`src/rtl/io_channel_unit.sv`:
```
// I/O channel unit for the zero VM: NChannels loader-fed input FIFOs, one consumer-drained
// output FIFO, and a single-outstanding request/response port toward the VM core.

module io_fifo #(
    parameter int W  = 12,
    parameter int N  = 16,
    parameter int NB = 5
) (
    input  logic          clock,
    input  logic          reset,
    input  logic          push,
    input  logic [W-1:0]  push_data,
    input  logic          pop,
    output logic [W-1:0]  head,
    output logic [NB-1:0] count,
    output logic          full
);
    localparam int PB = $clog2(N);

    logic [W-1:0]  mem [N];
    logic [PB-1:0] wptr, rptr;

    // Callers only pop when non-empty; push while full is only legal together with a pop.
    always_ff @(posedge clock or posedge reset) begin
        if (reset) begin
            wptr  <= '0;
            rptr  <= '0;
            count <= '0;
        end else begin
            if (push) wptr <= wptr + 1'b1;
            if (pop)  rptr <= rptr + 1'b1;
            if (push && !pop)      count <= count + 1'b1;
            else if (pop && !push) count <= count - 1'b1;
        end
    end

    always_ff @(posedge clock) begin
        if (push) mem[wptr] <= push_data;
    end

    assign head = mem[rptr];
    assign full = (count == NB'(N));
endmodule

module io_channel_unit #(
    parameter int MemoryElementWidth = 12,
    parameter int NIn                = 16,
    parameter int NOut               = 16,
    parameter int NChannels          = 2,
    parameter bit OutOverwrite       = 1'b0,
    parameter int CB = (NChannels > 1) ? $clog2(NChannels) : 1,
    parameter int NB = $clog2(NIn + 1),
    parameter int OB = $clog2(NOut + 1)
) (
    input  logic                          clock,
    input  logic                          reset,
    input  logic                          loadValid,
    input  logic [CB-1:0]                 loadChannel,
    input  logic [MemoryElementWidth-1:0] loadData,
    output logic                          loadReady,
    input  logic                          reqValid,
    input  logic [1:0]                    reqOp,
    input  logic [CB-1:0]                 reqChannel,
    input  logic [MemoryElementWidth-1:0] reqData,
    output logic                          reqReady,
    output logic                          rspValid,
    output logic [MemoryElementWidth-1:0] rspData,
    output logic                          rspError,
    output logic                          drainValid,
    output logic [MemoryElementWidth-1:0] drainData,
    input  logic                          drainReady,
    output logic [OB-1:0]                 outCount
);
    localparam int W = MemoryElementWidth;

    typedef enum logic {IDLE, RESP} state_t;
    typedef struct packed {
        logic         err;
        logic [W-1:0] data;
    } rsp_t;

    state_t state, state_nx;
    rsp_t   rsp_q, rsp_nx;

    logic [NChannels-1:0]         ld_sel, rq_sel, ch_full, ch_push, ch_pop;
    logic [NChannels-1:0][W-1:0]  ch_head;
    logic [NChannels-1:0][NB-1:0] ch_count;
    logic [W-1:0]                 sel_head;
    logic [NB-1:0]                sel_cnt;
    logic                         accept, o_push, o_pop, o_full;
    logic [W-1:0]                 o_head;
    logic [OB-1:0]                o_count;

    // One-hot channel decode; an out-of-range channel simply matches nothing.
    always_comb begin
        ld_sel   = '0;
        rq_sel   = '0;
        sel_head = '0;
        sel_cnt  = '0;
        for (int c = 0; c < NChannels; c++) begin
            ld_sel[c] = (loadChannel == CB'(c));
            rq_sel[c] = (reqChannel == CB'(c));
            if (rq_sel[c]) begin
                sel_head = ch_head[c];
                sel_cnt  = ch_count[c];
            end
        end
    end

    assign ch_push   = {NChannels{loadValid}} & ld_sel & ~ch_full;
    assign loadReady = |(ld_sel & ~ch_full);

    for (genvar c = 0; c < NChannels; c++) begin : g_ch
        io_fifo #(.W(W), .N(NIn), .NB(NB)) u_fifo (
            .clock     (clock),
            .reset     (reset),
            .push      (ch_push[c]),
            .push_data (loadData),
            .pop       (ch_pop[c]),
            .head      (ch_head[c]),
            .count     (ch_count[c]),
            .full      (ch_full[c])
        );
    end

    assign reqReady = (state == IDLE);
    assign accept   = reqValid && reqReady;

    always_ff @(posedge clock or posedge reset) begin
        if (reset) begin
            state <= IDLE;
            rsp_q <= '0;
        end else begin
            state <= state_nx;
            rsp_q <= rsp_nx;
        end
    end

    always_comb begin
        state_nx = state;
        rsp_nx   = '0;
        ch_pop   = '0;
        o_push   = 1'b0;
        case (state)
            IDLE:    if (reqValid) state_nx = RESP;
            default: state_nx = IDLE;
        endcase
        if (accept) begin
            case (reqOp)
                2'd0: begin
                    if (|rq_sel) rsp_nx.data = W'(sel_cnt);
                    else         rsp_nx.err  = 1'b1;
                end
                2'd1: begin
                    if ((|rq_sel) && (sel_cnt != '0)) begin
                        rsp_nx.data = sel_head;
                        ch_pop      = rq_sel;
                    end else begin
                        rsp_nx.err = 1'b1;
                    end
                end
                2'd2: begin
                    if (!o_full || OutOverwrite) o_push     = 1'b1;
                    else                         rsp_nx.err = 1'b1;
                end
                default: rsp_nx.err = 1'b1;
            endcase
        end
    end

    // An overwrite on a full FIFO shares the single read-pointer advance with a same-edge drain,
    // so full+push+drain loses exactly one (the oldest) entry and the count stays at NOut.
    assign o_pop = (drainValid && drainReady) || (o_push && o_full);

    io_fifo #(.W(W), .N(NOut), .NB(OB)) u_out (
        .clock     (clock),
        .reset     (reset),
        .push      (o_push),
        .push_data (reqData),
        .pop       (o_pop),
        .head      (o_head),
        .count     (o_count),
        .full      (o_full)
    );

    assign rspValid   = (state == RESP);
    assign rspData    = rsp_q.data;
    assign rspError   = rsp_q.err;
    assign drainValid = (o_count != '0);
    assign drainData  = o_head;
    assign outCount   = o_count;
endmodule

```
`config.mk`:
```
export PLATFORM = sky130hd
export DESIGN_NAME = io_channel_unit
export DESIGN_NICKNAME = d
export VERILOG_FILES = /design/src/rtl/io_channel_unit.sv
export SDC_FILE = /design/constraint.sdc
export NUM_CORES = 1
export LEC_CHECK = 0
export BUFFER_PORTS_ARGS = -buffer_cell sky130_fd_sc_hd__buf_2
export CORE_ASPECT_RATIO = 1.75
export CORE_UTILIZATION = 54
export CTS_BUF_LIST = sky130_fd_sc_hd__clkbuf_4
export DETAILED_ROUTE_END_ITERATION = 8
export HOLD_SLACK_MARGIN = 0.06
export PLACE_DENSITY = 0.73
export SETUP_SLACK_MARGIN = 0.05
export SLEW_MARGIN = 5
export SYNTH_ARGS = -nofsm -noshare
export SYNTH_HDL_FRONTEND = slang
export SYNTH_SLANG_ARGS = --single-unit
```
`constraint.sdc`:
```
create_clock -name clock -period 2.8 [get_ports clock]
set_input_delay 0.14 -clock clock [delete_from_list [all_inputs] [get_ports clock]]
set_output_delay 0.14 -clock clock [all_outputs]
set_load 0.02 [all_outputs]
```
Word-level counts from Yosys, hierarchy flattened

Memories as Yosys holds them, arrays and structs flattened.
Cells that the tools add are included.

Bits of input ports: 33
Bits in latches: 0
Bits in registers: 53
Memory bits (read-only): 0
Output and inout bits: 34
Word-level logic and storage cells: 90
Memories: 3
Memory bits (writable): 576

Equal/unequal tests: 5
Reductions and logical operators: 23
Multiplexer cells: 28
Shift-type cells: 0
Div/mod/pow operators: 0
$add $sub $neg: 12
Bitwise operators: 7
Multiply operators: 0
Magnitude comparators: 0

Memory list:

| name               | words | width | read ports | clocked after Yosys merged registers in | wr ports | RTL line | source |
|---|---|---|---|---|---|---|---|
| g_ch[0].u_fifo.mem | 16    | 12    | 1          | 0                                       | 1        | 20       | `logic [W-1:0] mem [N];` |
| g_ch[1].u_fifo.mem | 16    | 12    | 1          | 0                                       | 1        | 20       |  |
| u_out.mem          | 16    | 12    | 1          | 0                                       | 1        | 20       |  |

Operators with widths:

| kind                                             | count |
|---|---|
| 2-to-1 mux 5 bit                                 | 7 |
| adder 4 x 1 -> 4 bit, second input constant      | 6 |
| 2-to-1 mux 12 bit                                | 2 |
| one-hot mux 12 bit (2 select lines)              | 1 |
| adder 5 x 1 -> 5 bit, second input constant      | 3 |
| == test 5 bit, second input constant             | 3 |
| subtractor 5 x 1 -> 5 bit, second input constant | 3 |
| 2-to-1 mux 1 bit                                 | 13 |
| 2-to-1 mux 13 bit                                | 1 |
| nonzero test 5 bit                               | 2 |
| logical AND 1 bit                                | 9 |
| AND 2 bit                                        | 3 |
| logical NOT 1 bit                                | 6 |
| 2-to-1 mux 2 bit                                 | 3 |
| nonzero test 2 bit                               | 3 |
| inverter 1 bit                                   | 3 |
| one-hot mux 1 bit (3 select lines)               | 1 |
| == test 2 x 1 -> 1 bit, second input constant    | 1 |
| == test 2 bit, second input constant             | 1 |
| logical NOT 2 bit                                | 1 |
| inverter 2 bit                                   | 1 |
| OR reduction 2 bit                               | 1 |
| logical OR 1 bit                                 | 1 |

Logic depth before layout (Yosys ltp)

Gate-level depths: netlist (run 1).

Depth in word-level cells: 9
Mapped depth: 13
Gate-level depth less buffers: 12

Hierarchy

A second synthesis (run 1) with hierarchy kept.

Cell total of the unflattened synthesis: 1219
Area, all modules: 25156.6 um^2

Modules (own cells, without submodules):

| module                        | cells an instance | area each (um^2) | seq. area each (um^2) | times used |
|---|---|---|---|---|
| io_fifo at g_ch[1].u_fifo ... | 381               | 8101.5           | 6090.8                | 2 |
| io_fifo at g_ch[0].u_fifo     | 381               | 8086.5           | 6090.8                | 1 |
| io_channel_unit               | 76                | 867.1            | 350.3                 | 1 |

Worst setup path after synthesis (run 1)

No wires, ideal clock.

Path type: register to register
From: register state, in the netlist rspValid
To: register g_ch[0].u_fifo.count[4]
Path buffers: 0
Setup time: 0.079 ns
Arrival time: 2.876 ns
Stages on the path, launching flop included: 13
Slack: -0.155 ns
Clock period less this slack: 2.955 ns
Cells stage by stage: dfrtp_1 -> nand2b_1 -> nor3b_1 -> nor3b_4 -> inv_2 -> ha_1 -> inv_1 -> ha_1 -> nor2b_1 -> o21a_1 -> or3_1 -> a21oi_1 -> xor2_1

Longest elaborated chain between the ends: 6

RTL lines:

| item                                                   | RTL line | source |
|---|---|---|
| start, declared                                        | 82       | `state_t state, state_nx;` |
| start signal, assigned                                 | 134      | `state <= state_nx;` |
| inverter 1 bit *                                       | --       |  |
| logical AND 1 bit *                                    | 127      | `assign accept = reqValid && reqReady;` |
| 2-to-1 mux 2 bit *                                     | 148      | `if (accept) begin` |
| logical NOT 1 bit                                      | 32       | `if (push && !pop) count <= count + 1'b1;` |
| logical AND 1 bit                                      | 32       |  |
| 2-to-1 mux 5 bit or nonzero test 2 bit (tied branches) | --       |  |
| end signal, assigned                                   | 32       |  |
| end signal, assigned                                   | 33       | `else if (pop && !push) count <= count - 1'b1;` |
| end, declared                                          | 15       | `output logic [NB-1:0] count,` |

Mark *: on every way between the ends. The rest lies on a longest branch, timed or not.
A chain may end at the register's enable or synchronous reset.

Final worst setup path (run 1)

From: register u_out.rptr[0]
To: output drainData[1]

Longest elaborated chain between the ends: 1

RTL lines:

| item                      | RTL line | source |
|---|---|---|
| start, declared           | 21       | `logic [PB-1:0] wptr, rptr;` |
| start signal, assigned    | 31       | `if (pop) rptr <= rptr + 1'b1;` |
| memory read (16 x 12 bit) | --       |  |
| end, declared             | 70       | `output logic [MemoryElementWidth-1:0] drainData,` |

Every way passes these cells.

==> results of run 1 <==
power groups by stage:
stage	sequential (uW)	clock, uW	combinational (uW)
after floorplan	11400	0	5360
after global placement	11700	0	6980
after detailed placement	11800	0	7080
after CTS	11600	7490	7900
after global routing	11700	7870	8470
final	11600	7270	7950
cell usage after synthesis, types with 6 or more instances:
master,instances
o22ai_1,7
edfxtp_1,576
xor2_1,9
dfrtp_1,53
ha_1,27
nor3_1,14
a22oi_1,12
nor2_1,43
mux2i_1,12
buf_6,12
nand2b_1,9
buf_2,20
mux4_2,104
nand2_1,62
clkbuf_1,10
nand3b_1,6
o21ai_0,16
mux2_2,14
nor2b_1,12
mux4_1,52
xnor2_1,23
a21oi_1,14
inv_1,15
and3_1,9
buf_1,10
nand3_1,24
repair_timing:
action	in CTS	in global routing
cloned	6	0
hold buffers	36	0
endpoints found under the setup margin	13	18
buffers inserted	3	8
pin swaps	0	5
endpoints found under the hold margin	681	0
resized for setup	56	20
state kept, by name (all words and copies together) (netlist names), 4 cells and up:
| register | count |
|---|---|
| g_ch.u_fifo.wptr | 8 |
| g_ch.u_fifo.count | 10 |
| rspData | 12 |
| u_out.count | 5 |
| u_out.rptr | 4 |
| u_out.mem | 192 |
| g_ch.u_fifo.rptr | 8 |
| u_out.wptr | 4 |
| g_ch.u_fifo.mem | 384 |
critical path, stage by stage, from the launching register on:
cell	delay, ps
dfrtp_2	410
buf_12	170
buf_16	160
mux4_2	570
mux4_2	500
buf_6	150
worst paths after layout:
check,startpoint,to,slack (ps),cells after the start
max,u_out.rptr[0]$_DFFE_PP0P_,drainData[1],-140,5
min,reqValid,rspValid$_DFF_PP0_,150,4
max reg2reg,u_out.count[1]$_DFFE_PP0P_,u_out.count[4]$_DFFE_PP0P_,150,11
min reg2reg,u_out.count[4]$_DFFE_PP0P_,u_out.count[4]$_DFFE_PP0P_,510,1
max in group asynchronous,reset,g_ch[1].u_fifo.count[2]$_DFFE_PP0P_,1430,5
min in group asynchronous,reset,rspData[6]$_DFF_PP0_,420,4
per-layer routing:
| layer | GRT usage (%) | vias up |
|---|---|---|
| met1 | 24.5 | 6472 |
| li1 | - | 5579 |
| met5 | 0 | - |
| met3 | 4.83 | 160 |
| met2 | 46.0 | 490 |
| met4 | 14.1 | 4 |
logic make-up after synthesis:
| family | after synthesis | synth area share (%) |
|---|---|---|
| compound gates | 66 | 1.65 |
| simple gates | 194 | 3.71 |
| buf+inv | 77 | 1.91 |
| mux | 182 | 15.9 |
| fa+ha+maj | 30 | 1.58 |
| flops | 629 | 74.2 |
| xor+xnor | 32 | 1.12 |
metrics by stage:
| stage | setup WS, ps | hold WS, ps | instance area, um^2 | std cells | power, uW |
|---|---|---|---|---|---|
| 6_report | -137 | 146 | 29100 | 2184 | 26800 |
| 3_3_place_gp | 95.3 | 166 | 26600 | 1881 | 18700 |
| 5_1_grt | -200 | 168 | 29100 | 2184 | 28100 |
| 4_1_cts | -200 | 97.6 | 29000 | 2175 | 27000 |
| 3_5_place_dp | 48.3 | 169 | 26600 | 1881 | 18900 |
| 2_1_floorplan | 42.8 | 239 | 25200 | 1210 | 16800 |
final cells by class:
class,count,area (um^2),share of cell area (%)
clock buffers,206,1550,5.32
flip-flops and latches,629,18600,64.1
inverters,16,62.6,0.215
well taps,583,729,2.51
diodes,2,5.00,0.0172
repair buffers,201,1700,5.86
clock inverters,43,319,1.10
multi-input cells,504,6050,20.8
==> impl_metrics.toml, run 1 <==
[finish]
drive_gt1_share_pct = 36.4
post-route-util_pct = 63.3
final_cell_mix = "edfxtp_1, clkbuf_4, mux4_2, buf_4, nand2_1"
fin_nets = 1554
syn2layout_area_growth_pct = 15.7
final_common_cell = "edfxtp_1"
n_fill_cell = 3177

[floorplanning]
die_w_um = 165
start_util_pct = 54.7
fp-row-count = 104
die_y_um = 287
die_area_um2 = 47400
core_area_um2 = 45900
boundaryPins = 67

[setup_path]
worstPathArrival_ps = 2800
cp_max_fo = 7
worst_setup_path_end_kind = "output port"
critPathRequiredTime_ps = 2660
worst-setup-path-type = "reg -> out"
startpoint_type = "register"

[power_and_ir_drop]
clkPwrFrac_pct = 27.1
switching_power_uw = 8140
p_sw_share_pct = 30.3
seqPwrFrac_pct = 43.3
power_density_nw_per_um2 = 924
p_comb_share_pct = 29.6
power.internal_uw = 18700
vdd_drop_max_mv = 0.819
leakage_uw = 0.00996

[route]
num_vias = 12700
routed_wl_um = 55000
drt_pass1_iterations = 5
wl_met1_um = 17600
wl_met3_um = 2870
via_per_inst = 5.82
remaining_drc_errors = 0
wl_per_cell_um = 25.2
top_layer_used = "met5"
dr.first_iter.drc_count = 1021
drtAntennaViolNets = 0
dr_wl_met2_um = 31600

[synthesis]
ys.flop_type = "edfxtp_1"
synth_edf_count = 576
synth_top_area_cell = "edfxtp_1"
synth_area_leaders = "edfxtp_1, mux4_2, mux4_1, dfrtp_1, ha_1"
synthCells = 1210
syn_nets = 1273
ys_async_sr_fraction_pct = 8.43
ys_warn_count = 0
ys_seq_area_share_pct = 74.2
synth_top_area_share_pct = 68.9
ys_ff_latch = 629
yosysUniqueCellTypes = 48
synth_area_um2 = 25100
avgSynthCellArea_um2 = 20.8

[cts]
clkLatencyLatePin_ps = 870
cts_max_level = 4
clockBufferDepth = 3
cts-root-buf = "clkbuf_4"
cts-buffers-inserted = 139
path_clk_slew_ps = 70
cts_tree = "built"
clock-sinks = 629

[timing]
fin_ws_ps = -137
drv_slew = 0
tightest_slew_ps = 1080
hold_viol = 0
maxSlewHeadroom_pct = 27.7
fmax_mhz = 340
finalCritPeriodShare_pct = 105
rsz0062_at_grt = "true"
tns_ps = -1000
fin_skew_ps = 64.3
min_period_ps = 2940
finalSetupViolations = 12

[place]
hpwl_um = 35200
gp_congestion = 0.897
port_buffers = 66

[global_routing]
grt_pass1_wl_um = 82000
grt_pass1_vias = 13800
grt_antenna_before_repair = 4
overflow = 0
grt_max_degree = 37
grtUsageTotal_pct = 24.5

[run]
max_cap_viol_count = 0

[status]
outcome = "complete, but fails checks"
failed_checks = "setup timing"

[min_path]
hp-class = "in -> reg"
Power figures use the tool's default switching activity.
==> inputs of run 2 (changes only) <==
--- a/config.mk
+++ b/config.mk
@@ -5,13 +5,12 @@
 export SDC_FILE = /design/constraint.sdc
 export NUM_CORES = 1
 export LEC_CHECK = 0
-export BUFFER_PORTS_ARGS = -buffer_cell sky130_fd_sc_hd__buf_2
+export BUFFER_PORTS_ARGS = -buffer_cell sky130_fd_sc_hd__buf_4
 export CORE_ASPECT_RATIO = 1.75
-export CORE_UTILIZATION = 54
+export CORE_UTILIZATION = 35
 export CTS_BUF_LIST = sky130_fd_sc_hd__clkbuf_4
 export DETAILED_ROUTE_END_ITERATION = 8
 export HOLD_SLACK_MARGIN = 0.06
-export PLACE_DENSITY = 0.73
 export SETUP_SLACK_MARGIN = 0.05
 export SLEW_MARGIN = 5
 export SYNTH_ARGS = -nofsm -noshare
==> run 2 against run 1 <==
Routed wire length rose by 6.0%. Cell count grew 17%. The run still ends with setup timing left. Critical endpoint is now drainData[10]. Design area rose by 2.7%.
==> impl_metrics.toml, run 2 (synthesis gave the netlist of run 1 again) <==
[setup_path]
startpoint_type = "register"
worst_setup_path_end_kind = "output port"
critPathRequiredTime_ps = 2660
cp_max_fo = 7
worstPathArrival_ps = 2880
worst-setup-path-type = "reg -> out"

[floorplanning]
die_area_um2 = 72900
start_util_pct = 35.4
boundaryPins = 67
die_y_um = 356
core_area_um2 = 70900
die_w_um = 204
fp-row-count = 129

[global_routing]
overflow = 0
met3_usage_pct = 3.79
grt_util_met2_pct = 31.5
grt_pass1_wl_um = 86200
grt_antenna_before_repair = 5
top_usage_layer = "met2"
grt_util_met1_pct = 16.7
grt_max_degree = 41
grt_pass1_vias = 13900
grtUsageTotal_pct = 16.5

[finish]
largest_reg_flops = 384
fin_nets = 1583
final_common_cell = "edfxtp_1"
n_fill_cell = 6224
max_flop_register = "g_ch.u_fifo.mem"
final_cell_mix = "edfxtp_1, clkbuf_4, buf_4, mux4_2, nand2_1"
syn2layout_area_growth_pct = 18.8
final_cell_count_no_fill = 2553
drive_gt1_share_pct = 36.2

[cts]
cts-root-buf = "clkbuf_4"
clock-sinks = 629
path_clk_slew_ps = 60
cts-buffers-inserted = 148
cts_tree = "built"
clockBufferDepth = 3
cts_max_level = 4
clkLatencyLatePin_ps = 940

[route]
via_per_inst = 5.01
wl_per_cell_um = 22.8
drtAntennaViolNets = 0
dr.first_iter.drc_count = 671
routed_wl_um = 58300
num_vias = 12800
drt_pass1_iterations = 7
remaining_drc_errors = 0

[timing]
fmax_mhz = 331
fin_ws_ps = -224
maxSlewHeadroom_pct = 36.2
tightest_slew_ps = 957
fin_skew_ps = 87.6
hold_viol = 0
finalCritPeriodShare_pct = 108
rsz0062_at_grt = "true"
finalSetupViolations = 12
tns_ps = -2210
min_period_ps = 3020
drv_slew = 0

[min_path]
hp-class = "in -> reg"

[status]
failed_checks = "setup timing"
outcome = "complete, but fails checks"

[run]
max_cap_viol_count = 0

[power_and_ir_drop]
power_density_nw_per_um2 = 908
leakage_uw = 0.0101
vdd_drop_max_mv = 0.583

[place]
port_buffers = 66
hpwl_um = 37000
gp_congestion = 0.786
dp_cells = 2221
## run 2: cell count changes in the layout (fill, tap and decap cells not counted), moves of 4 or more
cell	previous run	this run
buf_12	5	9
buf_4	88	141
buf_16	7	1
dlygate4sd3_1	35	54
clkinv_1	24	31
clkbuf_4	206	211
buf_6	11	16
buf_2	55	0
## run 2: what timing repair did
action	4_1_cts	5_1_grt
pin swaps	0	4
buffers inserted	8	4
endpoints found under the hold margin	682	0
resized for setup	50	19
hold buffers	54	0
setup endpoints to repair	14	66
gates cloned	2	0
## run 2: routing by layer
| layer | share of wire [%] | routed length (um) |
|---|---|---|
| met5 | 0.021 | 12 |
| met4 | 3.0 | 1750 |
| met3 | 5.4 | 3130 |
| met2 | 57 | 33100 |
| met1 | 35 | 20300 |
## run 2: worst paths after layout
path                                                     start                                  end  slack [ps]  cells after the start
max in group asynchronous                                reset  g_ch[0].u_fifo.count[0]$_DFFE_PP0P_        1390                      5
min reg2reg                          u_out.rptr[2]$_DFFE_PP0P_            u_out.rptr[2]$_DFFE_PP0P_         500                      1
min in group asynchronous                                reset   g_ch[0].u_fifo.wptr[2]$_DFFE_PP0P_         540                      4
min                                                 drainReady            u_out.rptr[0]$_DFFE_PP0P_         160                      4
max reg2reg                g_ch[1].u_fifo.count[0]$_DFFE_PP0P_  g_ch[1].u_fifo.mem[11][3]$_DFFE_PP_         160                      8
max                                  u_out.rptr[0]$_DFFE_PP0P_                        drainData[10]        -220                      5
## run 2: worst max-delay path, stage by stage (launching register included)
cell	delay [ps]
dfrtp_4	530
buf_6	140
buf_12	130
mux4_2	520
mux4_2	510
buf_6	150
## run 2: stage by stage
stage / power, uW / hold WS (ps) / utilization (%) / setup WS [ps] / instance area [um^2]
finish: 27100 / 158 / 42.1 / -224 / 29800
global route: 28500 / 92.0 / 42.1 / -368 / 29800
CTS: 27500 / 62.2 / 42.1 / -350 / 29800
detailed placement: 19300 / 416 / 38.4 / 38.0 / 27200
global placement: 19200 / 410 / 38.4 / 99.5 / 27200
floorplan: 16800 / 239 / - / 42.8 / 25200
## run 2: power breakdown
part	switching (uW)	internal (uW)
sequential	865	10900
clock	3620	3890
combinational	3790	4040
## run 2: cell type report
cell class	instances	area (um^2)	area share (%)
Clock buffer	211	1580	5.31
Clock inverter	51	360	1.21
Timing Repair Buffer	221	1990	6.66
Sequential cell	629	18600	62.5
Antenna cell	4	10.0	0.0335
Multi-Input combinational cell	504	6050	20.3
Tap cell	917	1150	3.84
Inverter	16	60.1	0.201
